<file path="config.mk">
export PLATFORM = sky130hd
export DESIGN_NAME = writeback_unit_flat
export DESIGN_NICKNAME = d
export VERILOG_FILES = /design/src/rtl/writeback_unit_if.sv /design/src/rtl/writeback_unit.sv /design/src/flat_wrapper.sv
export SDC_FILE = /design/constraint.sdc
export NUM_CORES = 1
export LEC_CHECK = 0
export BUFFER_PORTS_ARGS = -buffer_cell sky130_fd_sc_hd__buf_2
export CAP_MARGIN = 30
export CORE_MARGIN = 2
export CORE_UTILIZATION = 46
export DETAILED_ROUTE_END_ITERATION = 7
export PLACE_DENSITY_LB_ADDON = 0.2
export SKIP_LAST_GASP = 1
export SYNTH_ARGS = -nofsm -noshare
export SYNTH_HDL_FRONTEND = slang
export SYNTH_SLANG_ARGS = --single-unit
</file>
<file path="constraint.sdc">
create_clock -name clk -period 1.7 [get_ports clk]
set_clock_uncertainty 0.05 [all_clocks]
set_input_delay 0.34 -clock clk [delete_from_list [all_inputs] [get_ports clk]]
set_output_delay 0.34 -clock clk [all_outputs]
set_load 0.1 [all_outputs]
</file>
<file path="src/rtl/writeback_unit_if.sv">
// Load-request and data-memory read bus between the pipeline, the writeback unit and memory.
// The master side issues loads and returns read data; the slave side is the writeback unit.
interface writeback_unit_if #(
  parameter int XLEN = 32,
  parameter int RW   = 5
);
  logic            ld_valid;
  logic            ld_ready;
  logic [RW-1:0]   ld_rd;
  logic [XLEN-1:0] ld_addr;
  logic [2:0]      ld_funct3;
  logic            mem_req;
  logic [XLEN-1:0] mem_addr;
  logic            mem_rvalid;
  logic [XLEN-1:0] mem_rdata;

  modport master (
    output ld_valid, ld_rd, ld_addr, ld_funct3, mem_rvalid, mem_rdata,
    input  ld_ready, mem_req, mem_addr
  );

  modport slave (
    input  ld_valid, ld_rd, ld_addr, ld_funct3, mem_rvalid, mem_rdata,
    output ld_ready, mem_req, mem_addr
  );
endinterface

</file>
<file path="src/rtl/writeback_unit.sv">
// Final RV32 pipeline stage: merges ALU results with one outstanding load and drives
// the register file write port, aligning load data and squashing loads overtaken by the ALU.
module writeback_unit #(
  parameter int XLEN = 32,
  parameter int RW   = 5
) (
  input  logic            clk,
  input  logic            reset,
  input  logic            run,
  input  logic            alu_valid,
  input  logic [RW-1:0]   alu_rd,
  input  logic [XLEN-1:0] alu_result,
  writeback_unit_if.slave bus,
  output logic [RW-1:0]   waddr,
  output logic [XLEN-1:0] wdata,
  output logic            reg_we,
  output logic            busy,
  output logic [RW-1:0]   pending_rd
);

  localparam logic [1:0] IDLE = 2'd0;
  localparam logic [1:0] REQ  = 2'd1;
  localparam logic [1:0] WAIT = 2'd2;
  localparam logic [1:0] WB   = 2'd3;

  logic [1:0]      state;
  logic [1:0]      lane;
  logic [2:0]      funct3;
  logic [XLEN-1:0] load_buf;
  logic [XLEN-1:0] mem_addr_q;
  logic            squash;
  logic [7:0]      lane_byte;
  logic [15:0]     lane_half;
  logic [XLEN-1:0] aligned;
  logic            alu_hit;

  assign busy         = (state != IDLE);
  assign bus.ld_ready = run && (state == IDLE);
  assign bus.mem_req  = run && (state == REQ);
  assign bus.mem_addr = mem_addr_q;
  assign alu_hit      = run && busy && alu_valid && (alu_rd == pending_rd) && (alu_rd != '0);

  always_comb begin
    lane_byte = bus.mem_rdata[7:0];
    case (lane)
      2'd1:    lane_byte = bus.mem_rdata[15:8];
      2'd2:    lane_byte = bus.mem_rdata[23:16];
      2'd3:    lane_byte = bus.mem_rdata[31:24];
      default: lane_byte = bus.mem_rdata[7:0];
    endcase
    lane_half = lane[1] ? bus.mem_rdata[31:16] : bus.mem_rdata[15:0];
    case (funct3)
      3'b000:  aligned = {{(XLEN-8){lane_byte[7]}}, lane_byte};
      3'b001:  aligned = {{(XLEN-16){lane_half[15]}}, lane_half};
      3'b100:  aligned = {{(XLEN-8){1'b0}}, lane_byte};
      3'b101:  aligned = {{(XLEN-16){1'b0}}, lane_half};
      default: aligned = bus.mem_rdata;
    endcase
  end

  // The ALU owns the write slot whenever it is valid; a finished load only retires
  // on a cycle the ALU leaves free, and then writes unless it was squashed or targets r0.
  always_ff @(posedge clk or negedge reset) begin
    if (!reset) begin
      state      <= IDLE;
      lane       <= '0;
      funct3     <= '0;
      load_buf   <= '0;
      mem_addr_q <= '0;
      squash     <= 1'b0;
      waddr      <= '0;
      wdata      <= '0;
      reg_we     <= 1'b0;
      pending_rd <= '0;
    end else begin
      if (run && alu_valid) begin
        reg_we <= (alu_rd != '0);
        if (alu_rd != '0) begin
          waddr <= alu_rd;
          wdata <= alu_result;
        end
      end else if (run && state == WB) begin
        reg_we <= !squash && (pending_rd != '0);
        if (!squash && pending_rd != '0) begin
          waddr <= pending_rd;
          wdata <= load_buf;
        end
      end else begin
        reg_we <= 1'b0;
      end

      if (alu_hit) squash <= 1'b1;

      case (state)
        IDLE: begin
          if (run && bus.ld_valid) begin
            state      <= REQ;
            pending_rd <= bus.ld_rd;
            lane       <= bus.ld_addr[1:0];
            funct3     <= bus.ld_funct3;
            mem_addr_q <= {bus.ld_addr[XLEN-1:2], 2'b00};
            squash     <= 1'b0;
          end
        end
        REQ: begin
          if (run) state <= WAIT;
        end
        // Memory is never stalled, so returning data is taken even while frozen.
        WAIT: begin
          if (bus.mem_rvalid) begin
            load_buf <= aligned;
            state    <= WB;
          end
        end
        WB: begin
          if (run && !alu_valid) begin
            state      <= IDLE;
            pending_rd <= '0;
            squash     <= 1'b0;
          end
        end
        default: state <= IDLE;
      endcase
    end
  end

endmodule

</file>
<file path="src/flat_wrapper.sv">
// flat-port wrapper written by rule: the top's interface ports become plain ports
module writeback_unit_flat 
#(
  parameter int XLEN = 32,
  parameter int RW   = 5
)
  (clk, reset, run, alu_valid, alu_rd, alu_result, waddr, wdata, reg_we, busy, pending_rd, bus_ld_valid, bus_ld_rd, bus_ld_addr, bus_ld_funct3, bus_mem_rvalid, bus_mem_rdata, bus_ld_ready, bus_mem_req, bus_mem_addr);
  writeback_unit_if #(.XLEN(XLEN), .RW(RW)) bus_i ();
  input  logic clk;
  input  logic reset;
  input  logic run;
  input  logic alu_valid;
  input  logic [RW-1:0] alu_rd;
  input  logic [XLEN-1:0] alu_result;
  output logic [RW-1:0] waddr;
  output logic [XLEN-1:0] wdata;
  output logic reg_we;
  output logic busy;
  output logic [RW-1:0] pending_rd;
  input wire logic [$bits(bus_i.ld_valid)-1:0] bus_ld_valid;
  input wire logic [$bits(bus_i.ld_rd)-1:0] bus_ld_rd;
  input wire logic [$bits(bus_i.ld_addr)-1:0] bus_ld_addr;
  input wire logic [$bits(bus_i.ld_funct3)-1:0] bus_ld_funct3;
  input wire logic [$bits(bus_i.mem_rvalid)-1:0] bus_mem_rvalid;
  input wire logic [$bits(bus_i.mem_rdata)-1:0] bus_mem_rdata;
  output wire logic [$bits(bus_i.ld_ready)-1:0] bus_ld_ready;
  output wire logic [$bits(bus_i.mem_req)-1:0] bus_mem_req;
  output wire logic [$bits(bus_i.mem_addr)-1:0] bus_mem_addr;
  assign bus_i.ld_valid = bus_ld_valid;
  assign bus_i.ld_rd = bus_ld_rd;
  assign bus_i.ld_addr = bus_ld_addr;
  assign bus_i.ld_funct3 = bus_ld_funct3;
  assign bus_i.mem_rvalid = bus_mem_rvalid;
  assign bus_i.mem_rdata = bus_mem_rdata;
  assign bus_ld_ready = bus_i.ld_ready;
  assign bus_mem_req = bus_i.mem_req;
  assign bus_mem_addr = bus_i.mem_addr;
  writeback_unit #(.XLEN(XLEN), .RW(RW)) u_core (.clk(clk), .reset(reset), .run(run), .alu_valid(alu_valid), .alu_rd(alu_rd), .alu_result(alu_result), .bus(bus_i), .waddr(waddr), .wdata(wdata), .reg_we(reg_we), .busy(busy), .pending_rd(pending_rd));
endmodule
</file>
==> out/results.ini, run 1 <==
[yosys]
synthFlopType=dfrtp_1
synthesis.instances=449
synth_fa_ha_area_share_pct=0.901
ys_ff_latch=113
synth_edf_count=0
synthDistinctLibCells=46
synth_seq_area_share_pct=50.9
synth_mux_area_share_pct=25.1
synth_compound_area_share_pct=7.95
synth_area_mm2=0.00556
async_flop_share_pct=100
synth_xor_xnor_area_share_pct=0.788
avgSynthCellArea_um2=12.4
synth_top_family_by_area=multiplexers
yosysWarnings=0
synth_simple_gate_area_share_pct=10.8

[routing]
ant_nets=0
drt_first_pass_iters=5
drt_iter0_drc=277
post_drt_wl_per_cell_um=17.9
wl_met2_um=7480
wl_met3_um=958
drt-met1-wl_um=6370
drt-total-wl_um=15200
vias_per_cell=5.25
drc=0
top_layer=met5
route.vias.total=4443

[sta]
fin_crit_ns=1.86
final_hold_viol_count=0
drv_slew=0
worst_slack_ns=-0.163
fmax_ghz=0.537
whs_ns=0.110
finalCritPeriodShare_pct=110
setup_viol=85
tns_ns=-8.08
grt_setup_unrepaired=yes

[cts]
numCtsBuffers=17
cts_tree=yes
h-tree-depth=4
clock-root-buffer=clkbuf_16
clockBufferDepth=2
clkSinkCount=113
clkSlewWorstSetupHoldPaths_ns=0.05
clk_latency_ns=0.41

[hold_path]
worstHoldPathType=input pin to register

[critical_path]
cp-start-kind=register
rr_startpoint=u_core.state[1]
rrSetupSlack_ns=-0.16
critPathArrivalTime_ns=2.10
cp.required_ns=1.94
r2r-end=u_core.wdata[14]
r2r_cells=6
cp-end-kind=register
crit_fanout=15
crit_type=register to register
startpoint=u_core.state[1]
cp-endpoint=u_core.wdata[14]

[cells_and_area]
layout_commonest_cell=buf_2
layout_common_cells=buf_2 (183), dfrtp_1 (107), mux2_2 (57), mux2_4 (53), buf_4 (38)
fin_area_mm2=0.00801
syn_to_final_growth_pct=44.2
drive_above_1_share_pct=60.9
nets=805
n_fill_cell=949
final_util_pct=67.2

[grt]
grt_pass1_vias=4483
grt_usage_pct=22.8
grt-ovfl-total=0
grt_pass1_wl_um=22700
antenna_found_initial=2
grt_max_degree=41

[die]
start_util_pct=46.6
die_h_um=114
core_area_mm2=0.0119
rows=40
dieWidth_um=114
io_pins=193
die-area_mm2=0.0130

[place]
io_buffers=190
routabilityCongestion=0.893
hpwl_um=10900
place_area_mm2=0.00700

[outcome]
status=complete, but fails checks
failed_checks=setup timing

[flow_run]
drv_cap=0

-- how the worst min path moves through the flow --
stage,to,depth (start not counted),start
floorplan,u_core.bus.mem_addr[10],0,reset
global placement,u_core.pending_rd[3],1,reset
detailed placement,u_core.pending_rd[3],1,reset
CTS,u_core.bus.mem_addr[28],2,bus_ld_addr[28]
global route,u_core.bus.mem_addr[31],2,bus_ld_addr[31]
finish,u_core.bus.mem_addr[25],2,bus_ld_addr[25]
-- sequential cells by signal, summed over array words and instances (netlist names) --
register             cells
u_core.funct3            3
u_core.state             2
u_core.reg_we            1
u_core.waddr             5
u_core.pending_rd        5
u_core.bus.mem_addr     30
u_core.wdata            32
u_core.squash            1
u_core.load_buf         32
u_core.lane              2
-- worst max-delay path, cell delays in order (launching register included) --
cell and delay, ns:
dfrtp_1 0.40, buf_4 0.17, ha_4 0.15, and4bb_1 0.18, a32o_2 0.30, buf_12 0.18
mux2_4 0.30
-- logic make-up after synthesis --
group | count (synthesis)
flip-flops | 113
adder cells (fa/ha/maj) | 4
AO/OA/AOI/OAI | 60
multiplexers | 116
other | 1
XOR/XNOR | 5
AND/OR/NAND/NOR | 115
buffers and inverters | 35
-- metal layers --
| metal | up-vias | GRT usage [%] |
|---|---|---|
| met5 | - | 0 |
| met2 | 183 | 36.7 |
| met1 | 2136 | 28.8 |
| met4 | 2 | 10.3 |
| met3 | 22 | 6.22 |
| li1 | 2100 | - |
-- synthesized netlist by cell type, types with 2 or more instances --
library cell	n	share of area (%)
xor2_1	5	0.79
nor3_1	11	0.99
a31oi_1	5	0.56
mux2i_1	4	0.72
clkbuf_1	8	0.54
mux2_4	19	5.1
mux4_2	2	0.81
nand2b_1	12	1.4
nand3b_1	4	0.54
and3b_1	3	0.47
a21oi_1	9	0.81
nor2_1	15	1.0
a221oi_1	4	0.63
nor2b_1	3	0.34
o21ai_0	17	1.5
nand2_1	33	2.2
o221a_2	7	1.4
ha_1	4	0.90
nor3b_1	2	0.27
inv_1	6	0.41
mux2_2	91	18
buf_6	4	0.81
and2_1	4	0.45
buf_4	4	0.54
a211oi_1	7	0.95
nand3_1	22	2.0
buf_2	13	1.2
dfrtp_1	113	51
-- through the flow --
stage               worst slack [ns]  cells
floorplan                     -0.240    450
global placement             -0.0229    796
detailed placement           -0.0575    796
CTS                           -0.157    837
global route                  -0.215    847
finish                        -0.163    847
-- layout make-up --
| class | instances | area [µm²] | share of cell area [%] |
|---|---|---|---|
| flip-flops and latches | 113 | 2840 | 35.4 |
| multi-input cells | 302 | 2830 | 35.3 |
| repair buffers | 246 | 1610 | 20.1 |
| clock buffers | 25 | 465 | 5.81 |
| well taps | 147 | 184 | 2.30 |
| clock inverters | 7 | 60.1 | 0.750 |
| inverters | 6 | 26.3 | 0.328 |
| diodes | 1 | 2.50 | 0.0312 |
-- timing repair --
action                     in CTS  in global routing
hold buffers                    1                  0
hold endpoints to repair       20                  0
resized for setup              14                 67
setup endpoints to repair      59                113
pin swaps                       2                  5
cloned                          0                  3
buffers inserted                8                  6
Power of run 1 is left out: the tool's default activity adds up to more than one toggle a clock period on the data nets, which glitch-free logic cannot reach.
==> run 2, diff against run 1 <==
--- a/config.mk
+++ b/config.mk
@@ -8,7 +8,7 @@
 export BUFFER_PORTS_ARGS = -buffer_cell sky130_fd_sc_hd__buf_2
 export CAP_MARGIN = 30
 export CORE_MARGIN = 2
-export CORE_UTILIZATION = 46
+export CORE_UTILIZATION = 30
 export DETAILED_ROUTE_END_ITERATION = 7
 export PLACE_DENSITY_LB_ADDON = 0.2
 export SKIP_LAST_GASP = 1
==> run 2 against run 1 <==
- the run ends with DRC, setup timing left
- worst hold slack got worse by 0.0049 ns
- final area rose by 2.6%
- register-to-register slack got worse by 0.03 ns
- first-iteration DRC count fell by 25%
- die area rose by 51%
- flip-flop and latch count did not move
- non-clock buffer count rose by 3
- core utilization fell by 22 points
==> out/results.ini, run 2 (synthesized netlist as in run 1, its figures left out) <==
[critical_path]
cp-start-kind=register
cp.required_ns=1.31
rr_startpoint=u_core.state[1]
crit_type=register to output port
startpoint=u_core.state[0]
cp-end-kind=output port
critPathArrivalTime_ns=1.51
crit_fanout=3

[die]
core_area_mm2=0.0181
dieWidth_um=140
die_h_um=140
start_util_pct=30.7
rows=49
die-area_mm2=0.0196
io_pins=193

[sta]
fmax_ghz=0.527
setup_viol=74
fin_crit_ns=1.90
worst_slack_ns=-0.198
grt_setup_unrepaired=yes
drv_slew=0
final_hold_viol_count=0
finalCritPeriodShare_pct=112

[grt]
grt_pass1_wl_um=26100
grt_pass1_vias=4799
antenna_found_initial=1
grt_usage_pct=17.2
grt-ovfl-total=0
grt_max_degree=49

[hold_path]
worstHoldPathType=input pin to register
hold_start=bus_ld_addr[15]

[flow_run]
drv_cap=0

[cells_and_area]
instances_no_fill=931
layout_commonest_cell=buf_2
nets=808
diodes=0
layout_common_cells=buf_2 (183), dfrtp_1 (107), mux2_2 (86), buf_4 (36), nand2_1 (29)
syn_to_final_growth_pct=47.9
drive_above_1_share_pct=63.2

[cts]
clock-root-buffer=clkbuf_16
cts_tree=yes
clkSinkCount=113
clockBufferDepth=2
clkSlewWorstSetupHoldPaths_ns=0.05
h-tree-depth=4
clk_latency_ns=0.41
numCtsBuffers=17

[outcome]
status=complete, but fails checks
failed_checks=DRC, setup timing

[routing]
post_drt_wl_per_cell_um=18.0
vias_per_cell=4.79
drc=11
drt-total-wl_um=16700
drt_iter0_drc=207
ant_nets=0
drt_first_pass_iters=6
route.vias.total=4460

[place]
io_buffers=190
dp_slack_ns=-0.0581
dp_cells=879
routabilityCongestion=0.878
hpwl_um=12200

==> run 2: changes by cell type in the layout (fill, tap and decap cells not counted), sizes merged <==
cell and delta:
buf +3, clkbuf -6, clkinvlp +8, diode -1, clkinv -2
==> run 2: what timing repair did <==
item | in CTS | in global routing
setup endpoints to repair | 57 | 111
gates cloned | 4 | 3
hold endpoints to repair | 52 | 0
hold buffers | 1 | 0
resized for setup | 27 | 37
buffers inserted | 8 | 6
pin swaps | 5 | 6
==> run 2: final cells by class <==
class	count	area [µm²]
clock buffer	19	453
multi-input combinational	302	2760
fill	1685	9870
inverter	6	28.8
clock inverter	13	114
sequential	113	2840
tap	229	287
timing repair buffer	249	1740
==> run 2: through the flow <==
step	hold WS [ns]	setup TNS, ns	utilization (%)	area, µm²
after floorplan	-0.00559	-5.79	-	5650
after detailed placement	0.131	-1.50	39.4	7120
final	0.105	-7.51	45.4	8220
after CTS	0.0884	-8.94	44.0	7970
after global placement	0.127	-0.423	39.4	7120
after global routing	0.0879	-12.47	45.4	8220
==> run 2: worst paths after layout <==
kind | endpoint | slack (ns) | cells after the start
max | bus_mem_req | -0.20 | 4
min | u_core.bus.mem_addr[15] | 0.11 | 2
max reg2reg | u_core.wdata[26] | -0.19 | 6
min reg2reg | u_core.load_buf[18] | 0.44 | 2
max in group asynchronous | u_core.bus.mem_addr[8] | 0.72 | 3
min in group asynchronous | u_core.pending_rd[2] | 0.25 | 2
==> run 2: worst max-delay path: stages, from the launching register on <==
cell and delay [ns]:
dfrtp_1 0.40, buf_4 0.15, ha_1 0.23, and2_4 0.16
buf_12 0.16
==> run 2: routing by layer <==
metal / vias to the layer above / share of wire [%] / global-route usage, %
met5: - / 0.042 / 0
met4: 2 / 1.9 / 6.75
met3: 26 / 6.7 / 5.03
met2: 165 / 48 / 28.2
met1: 2163 / 43 / 21.5
li1: 2104 / - / -
Power of run 2 is left out for the same reason.
